===== src/rtl/udp_pkg.sv =====
// Shared definitions for the UDP transmit framer: state encoding, header layout
// and byte-enable codes.
package udp_pkg;

   typedef enum logic [2:0] {
      ST_IDLE    = 3'd0,
      ST_HDR0    = 3'd1,
      ST_HDR1    = 3'd2,
      ST_PAYLOAD = 3'd3,
      ST_DRAIN   = 3'd4
   } udp_state_t;

   localparam logic [15:0] UDP_HDR_LEN = 16'd8;

   // Bit offsets of the 16-bit fields inside the two header words.
   localparam int SRC_PORT_LSB = 16;
   localparam int DST_PORT_LSB = 0;
   localparam int UDP_LEN_LSB  = 16;
   localparam int CSUM_LSB     = 0;

   localparam logic [3:0] BE_4 = 4'b1111;
   localparam logic [3:0] BE_3 = 4'b1110;
   localparam logic [3:0] BE_2 = 4'b1100;
   localparam logic [3:0] BE_1 = 4'b1000;

   // Byte-enable code covering the first n bytes of a word, saturating at 4.
   function automatic logic [3:0] be_from_count(input logic [15:0] n);
      if (n >= 16'd4)      return BE_4;
      else if (n == 16'd3) return BE_3;
      else if (n == 16'd2) return BE_2;
      else                 return BE_1;
   endfunction

endpackage


===== src/rtl/udp_be_count.sv =====
// Maps a legal byte-enable code (1111/1110/1100/1000) to its byte count 1..4.
module udp_be_count
   import udp_pkg::*;
(
   input  logic [3:0] be,
   output logic [2:0] count
);

   always_comb begin
      case (be)
         BE_4:    count = 3'd4;
         BE_3:    count = 3'd3;
         BE_2:    count = 3'd2;
         default: count = 3'd1;
      endcase
   end

endmodule


===== src/rtl/udp_tx.sv =====
// UDP transmit framer: prepends the 8-byte UDP header to a 32-bit user stream.
// Optional payload length enforcement is enabled with UDP_TX_LEN_CHECK_EN.
module udp_tx
   import udp_pkg::*;
#(
   parameter int          MAX_PAYLOAD = 1472,
   parameter logic [15:0] CSUM_VAL    = 16'h0000
) (
   input  logic        clk_user_i,
   input  logic        reset_i,
   input  logic        tx_usr_start_i,
   input  logic [15:0] tx_usr_len_i,
   input  logic [15:0] tx_usr_dst_port_i,
   input  logic [31:0] tx_usr_dst_ip_i,
   output logic        tx_usr_busy_o,
   input  logic        tx_usr_data_vld_i,
   input  logic [31:0] tx_usr_data_i,
   input  logic [3:0]  tx_usr_be_i,
   input  logic        tx_usr_tlast_i,
   output logic        tx_usr_ready_o,
   output logic        tx_ip_data_vld_o,
   output logic [31:0] tx_ip_data_o,
   output logic [3:0]  tx_ip_be_o,
   output logic        tx_ip_tlast_o,
   input  logic        tx_ip_ready_i,
   output logic [15:0] tx_ip_len_o,
   output logic [31:0] tx_ip_dst_ip_o,
   output logic        tx_err_o,
   input  logic [15:0] our_port_i
);

   localparam logic [15:0] MAX_LEN = 16'(MAX_PAYLOAD);

   udp_state_t  state_reg, state_next;
   logic [15:0] len_reg, len_next;
   logic [15:0] port_reg, port_next;
   logic [31:0] ip_reg, ip_next;
   logic [15:0] ip_len_reg, ip_len_next;
   logic        vld_reg, vld_next;
   logic [31:0] data_reg, data_next;
   logic [3:0]  be_reg, be_next;
   logic        tlast_reg, tlast_next;
   logic        busy_reg, busy_next;
   logic        err_reg, err_next;
   logic        ready;
   logic        ld;
   logic        last_pend;

   assign ld        = !vld_reg | tx_ip_ready_i;
   assign last_pend = vld_reg & tlast_reg;

`ifdef UDP_TX_LEN_CHECK_EN
   logic [15:0] cnt_reg, cnt_next;
   logic        tail_reg, tail_next;
   logic [2:0]  word_bytes;
   logic [15:0] cnt_sum;
   logic [15:0] rem;

   // Non-final words always carry four bytes regardless of tx_usr_be_i.
   udp_be_count u_be_count (
      .be    (tx_usr_tlast_i ? tx_usr_be_i : BE_4),
      .count (word_bytes)
   );

   assign cnt_sum = cnt_reg + {13'd0, word_bytes};
   assign rem     = len_reg - cnt_reg;
`endif

   always_comb begin
      state_next  = state_reg;
      len_next    = len_reg;
      port_next   = port_reg;
      ip_next     = ip_reg;
      ip_len_next = ip_len_reg;
      vld_next    = vld_reg & !tx_ip_ready_i;
      data_next   = data_reg;
      be_next     = be_reg;
      tlast_next  = tlast_reg & vld_next;
      err_next    = 1'b0;
      ready       = 1'b0;
`ifdef UDP_TX_LEN_CHECK_EN
      cnt_next    = cnt_reg;
      tail_next   = tail_reg;
`endif
      case (state_reg)
         ST_IDLE: begin
            if (tx_usr_start_i) begin
               if (tx_usr_len_i > MAX_LEN) begin
                  err_next = 1'b1;
               end else begin
                  len_next    = tx_usr_len_i;
                  port_next   = tx_usr_dst_port_i;
                  ip_next     = tx_usr_dst_ip_i;
                  ip_len_next = tx_usr_len_i + UDP_HDR_LEN;
                  state_next  = ST_HDR0;
`ifdef UDP_TX_LEN_CHECK_EN
                  cnt_next    = 16'd0;
                  tail_next   = 1'b0;
`endif
               end
            end
         end
         ST_HDR0: begin
            if (ld) begin
               vld_next                        = 1'b1;
               data_next[SRC_PORT_LSB +: 16]   = our_port_i;
               data_next[DST_PORT_LSB +: 16]   = port_reg;
               be_next                         = BE_4;
               tlast_next                      = 1'b0;
               state_next                      = ST_HDR1;
            end
         end
         ST_HDR1: begin
            // An empty datagram ends on word1; stay here until it is taken.
            if (last_pend) begin
               if (tx_ip_ready_i) state_next = ST_IDLE;
            end else if (ld) begin
               vld_next                      = 1'b1;
               data_next[UDP_LEN_LSB +: 16]  = ip_len_reg;
               data_next[CSUM_LSB +: 16]     = CSUM_VAL;
               be_next                       = BE_4;
               tlast_next                    = (len_reg == 16'd0);
               if (len_reg != 16'd0) state_next = ST_PAYLOAD;
            end
         end
         ST_PAYLOAD: begin
            if (last_pend) begin
               if (tx_ip_ready_i) state_next = ST_IDLE;
            end else begin
               ready = ld;
               if (tx_usr_data_vld_i && ld) begin
                  vld_next   = 1'b1;
                  data_next  = tx_usr_data_i;
                  be_next    = tx_usr_tlast_i ? tx_usr_be_i : BE_4;
                  tlast_next = tx_usr_tlast_i;
`ifdef UDP_TX_LEN_CHECK_EN
                  cnt_next = cnt_sum;
                  if (cnt_sum >= len_reg) begin
                     be_next    = be_from_count(rem);
                     tlast_next = 1'b1;
                     if (!tx_usr_tlast_i) begin
                        err_next   = 1'b1;
                        state_next = ST_DRAIN;
                     end
                  end
                  if (tx_usr_tlast_i && (cnt_sum != len_reg)) err_next = 1'b1;
`endif
               end
            end
         end
         ST_DRAIN: begin
`ifdef UDP_TX_LEN_CHECK_EN
            // Discard the user's surplus words while the truncated last word drains.
            ready = !tail_reg;
            if (tx_usr_data_vld_i && !tail_reg && tx_usr_tlast_i) tail_next = 1'b1;
            if (tail_next && !vld_next) state_next = ST_IDLE;
`else
            state_next = ST_IDLE;
`endif
         end
         default: state_next = ST_IDLE;
      endcase
      busy_next = (state_next != ST_IDLE);
   end

   always_ff @(posedge clk_user_i) begin
      if (reset_i) begin
         state_reg  <= ST_IDLE;
         len_reg    <= '0;
         port_reg   <= '0;
         ip_reg     <= '0;
         ip_len_reg <= '0;
         vld_reg    <= 1'b0;
         data_reg   <= '0;
         be_reg     <= '0;
         tlast_reg  <= 1'b0;
         busy_reg   <= 1'b0;
         err_reg    <= 1'b0;
`ifdef UDP_TX_LEN_CHECK_EN
         cnt_reg    <= '0;
         tail_reg   <= 1'b0;
`endif
      end else begin
         state_reg  <= state_next;
         len_reg    <= len_next;
         port_reg   <= port_next;
         ip_reg     <= ip_next;
         ip_len_reg <= ip_len_next;
         vld_reg    <= vld_next;
         data_reg   <= data_next;
         be_reg     <= be_next;
         tlast_reg  <= tlast_next;
         busy_reg   <= busy_next;
         err_reg    <= err_next;
`ifdef UDP_TX_LEN_CHECK_EN
         cnt_reg    <= cnt_next;
         tail_reg   <= tail_next;
`endif
      end
   end

   assign tx_usr_busy_o    = busy_reg;
   assign tx_usr_ready_o   = ready;
   assign tx_ip_data_vld_o = vld_reg;
   assign tx_ip_data_o     = data_reg;
   assign tx_ip_be_o       = be_reg;
   assign tx_ip_tlast_o    = tlast_reg;
   assign tx_ip_len_o      = ip_len_reg;
   assign tx_ip_dst_ip_o   = ip_reg;
   assign tx_err_o         = err_reg;

endmodule


===== config.mk =====
export PLATFORM = sky130hd
export DESIGN_NAME = udp_tx
export DESIGN_NICKNAME = d
export VERILOG_FILES = /design/src/rtl/udp_pkg.sv /design/src/rtl/udp_be_count.sv /design/src/rtl/udp_tx.sv
export SDC_FILE = /design/constraint.sdc
export NUM_CORES = 1
export LEC_CHECK = 0
export CORE_MARGIN = 1
export CORE_UTILIZATION = 39
export CTS_CLUSTER_DIAMETER = 50
export CTS_CLUSTER_SIZE = 25
export DETAILED_ROUTE_END_ITERATION = 8
export MAX_ROUTING_LAYER = met4
export PLACE_DENSITY_LB_ADDON = 0.15
export SYNTH_ARGS = -nofsm -noshare
export SYNTH_HDL_FRONTEND = slang
export SYNTH_SLANG_ARGS = --single-unit

===== constraint.sdc =====
create_clock -name clk_user_i -period 1.66 [get_ports clk_user_i]
set_input_delay 0.415 -clock clk_user_i [delete_from_list [all_inputs] [get_ports clk_user_i]]
set_output_delay 0.415 -clock clk_user_i [all_outputs]
set_load 0.01 [all_outputs]

==> results.sh <==
export IMPL_worstSetupEndpointType="register"
export IMPL_grt_usage_pct=25.8
export IMPL_holdCritStartpoint="reset_i"
export IMPL_final_max_slew_viol_count=0
export IMPL_cp_max_fo=11
export IMPL_detail_route_antenna_nets=0
export IMPL_cap_violations=0
export IMPL_grt_overflow_total=0
export IMPL_synthTopCellsByArea="dfxtp_1, nand3_1, a21oi_1, mux2i_1, o21ai_0"
export IMPL_finalCritPeriodShare_pct=108
export IMPL_failed_checks="setup timing"
export IMPL_die_h_um=118
export IMPL_critPathArrivalTime_ns=2.06
export IMPL_worstPathCellList="dlygate4sd2_1, nor4_2, buf_4, buf_4, a211oi_4, buf_4, bufbuf_16, o21ai_0, a21oi_1"
export IMPL_dp_hpwl_um=11700
export IMPL_rsz0062_at_grt="yes"
export IMPL_crit_required_ns=1.94
export IMPL_layout_nets=980
export IMPL_avgViaCountPerCell=5.44
export IMPL_drtIter0Drc=447
export IMPL_seq_area_frac_synth_pct=45.6
export IMPL_initial_core_util_pct=39.9
export IMPL_cts_root_buf="clkbuf_16"
export IMPL_start_kind="input pin"
export IMPL_insertion_delay_ns=0.41
export IMPL_synthTopCellsByCount="dfxtp_1, nand3_1, a21oi_1"
export IMPL_synth_top_cell_area_share_pct=45.6
export IMPL_grt_pass1_wl_um=27900
export IMPL_leakage_nw=3.61
export IMPL_drc_errors=0
export IMPL_core_um2=13200
export IMPL_async_flop_share_pct=0
export IMPL_dp_cells=998
export IMPL_vias=5697
export IMPL_criticalPathCategory="in2reg"
export IMPL_synthMostInstantiatedCell="dfxtp_1"
export IMPL_power_w=0.00717
export IMPL_clkTransAtPathRegs_ns=0.05
export IMPL_critPathLaunch="tx_usr_len_i[1]"
export IMPL_whs_ns=0.416
export IMPL_fin_setup_tns_ns=-3.37
export IMPL_max_freq_mhz=560
export IMPL_synth_cell_types=45
export IMPL_synth_top_area_cell="dfxtp_1"
export IMPL_status="finished, violations left"
export IMPL_grt_pass1_vias=5513
export IMPL_clkSinkCount=120
export IMPL_area_delta_synth_final_pct=73.3
export IMPL_max_vdd_ir_drop_mv=0.710
export IMPL_grt_max_degree=45
export IMPL_synth_edf_count=0
export IMPL_rows=42
export IMPL_p_per_area_nw_per_um2=785
export IMPL_crit_top_cell="buf_4"
export IMPL_drt_total_wl_um=18600
export IMPL_synth_cells=620
export IMPL_routabilityCongestion=0.838
export IMPL_antenna_found_initial=1
export IMPL_clock_skew_ns=0.00649
export IMPL_place_area_um2=7860
export IMPL_cp_slowest_stage_delay_ns=0.34
export IMPL_yosys_warnings=0
export IMPL_synth_seq_cells=120
export IMPL_hp_class="in2reg"
export IMPL_syn_area_per_cell_um2=8.49
export IMPL_clk_path_buf_depth=2
export IMPL_drtPass1Iterations=5
export IMPL_syn_area_um2=5270
export IMPL_ioPinCount=211
export IMPL_finalSetupViolations=72
export IMPL_period_needed_ns=1.79
export IMPL_layout_drive_gt1_share_pct=22.2
export IMPL_worst_slack_ns=-0.126
export IMPL_cp_slowest_cell="nor4_2"
export IMPL_reg2reg_from="state_reg[1]$_SDFF_PP0_"
export IMPL_cts_tree="built"
export IMPL_layout_cells_non_filler=1047
export IMPL_fin_area_um2=9130
export IMPL_io_buffers=210
export IMPL_wl_per_cell_um=17.7
export IMPL_ctsHtreeMaxLevel=4
export IMPL_syn_num_nets=743
export IMPL_hold_viol=0
export IMPL_cts_buffers=17
export IMPL_synthFlopType="dfxtp_1"
export IMPL_dieArea_um2=14000
export IMPL_die_width_um=118
==> where the power goes <==
| part | internal (W) | total (W) | switching, W |
|---|---|---|---|
| logic | 0.000362 | 0.000589 | 0.000227 |
| clock network | 0.00240 | 0.00368 | 0.00128 |
| registers | 0.00289 | 0.00290 | 0.00000506 |
| total | 0.00566 | 0.00717 | 0.00151 |
==> metal layers <==
layer	track usage (%)	part of all wire [%]
met1	32.4	45
met2	41.2	48
met3	6.23	5.6
met4	7.21	1.2
met5	-	0
==> metrics by stage <==
stage | setup slack, ns | util (%)
3_3_place_gp | -0.629 | 59.6
5_1_grt | -0.152 | 69.2
4_1_cts | -0.143 | 66.0
6_report | -0.126 | 69.2
2_1_floorplan | 0.0413 | -
3_5_place_dp | -0.645 | 59.6
==> layout by cell type, fill, tap and decap left out, types with 9 or more instances in the layout <==
cell,instances
a31oi_1,28
nand3_1,49
buf_12,15
o21ai_0,22
nand3_2,17
clkbuf_16,21
o211ai_1,16
clkdlybuf4s50_1,110
a311oi_1,20
a21oi_2,21
buf_4,47
o21ai_1,31
nand3_4,14
dfxtp_1,114
a21oi_1,42
mux2i_1,32
dlygate4sd2_1,98
nand2_1,53
buf_6,9
and3_1,13
==> final timing paths <==
path | end | slack [ns] | cells after the start
worst max-delay path | len_reg[9]$_SDFFE_PP0P_ | -0.13 | 9
worst min-delay path | tx_ip_len_o[4]$_SDFFE_PP0P_ | 0.42 | 2
worst max register to register | len_reg[3]$_SDFFE_PP0P_ | -0.10 | 7
worst min register to register | tx_ip_data_o[21]$_SDFFE_PP0P_ | 0.46 | 2
==> critical path, delay by kind of cell <==
kind	cells	cell delay [ns]
and+or+nand+nor	1	0.34
buffers and inverters	5	0.99
AOI/OAI and AO/OA	3	0.32
==> timing repair <==
item,4_1_cts,5_1_grt
gates resized for setup,143,113
setup endpoints to repair,169,90
pin swaps,35,45
buffers inserted,10,1
gates cloned,5,6
hold buffers,0,0
==> layout make-up <==
type                            instances  area [um2]
Multi-Input combinational cell        425        2980
Sequential cell                       120        2410
Tap cell                              176         220
Timing Repair Buffer                  287        2900
Inverter                                6        22.5
Fill cell                            1065        4060
Antenna cell                            1        2.50
Clock buffer                           25         505
Clock inverter                          7        90.1
==> cells by family after synthesis <==
logic type                 after synthesis  share of synthesized area, %
adders and majority gates                1                         0.238
other                                    1                        0.0712
buffers and inverters                   76                          6.84
muxes                                   32                          6.08
and+or+nand+nor                        181                          17.0
DFF                                    120                          45.6
AOI/OAI and AO/OA                      203                          23.1
xor gates and xnor gates                 6                         0.998
Power figures use the tool's default switching activity.
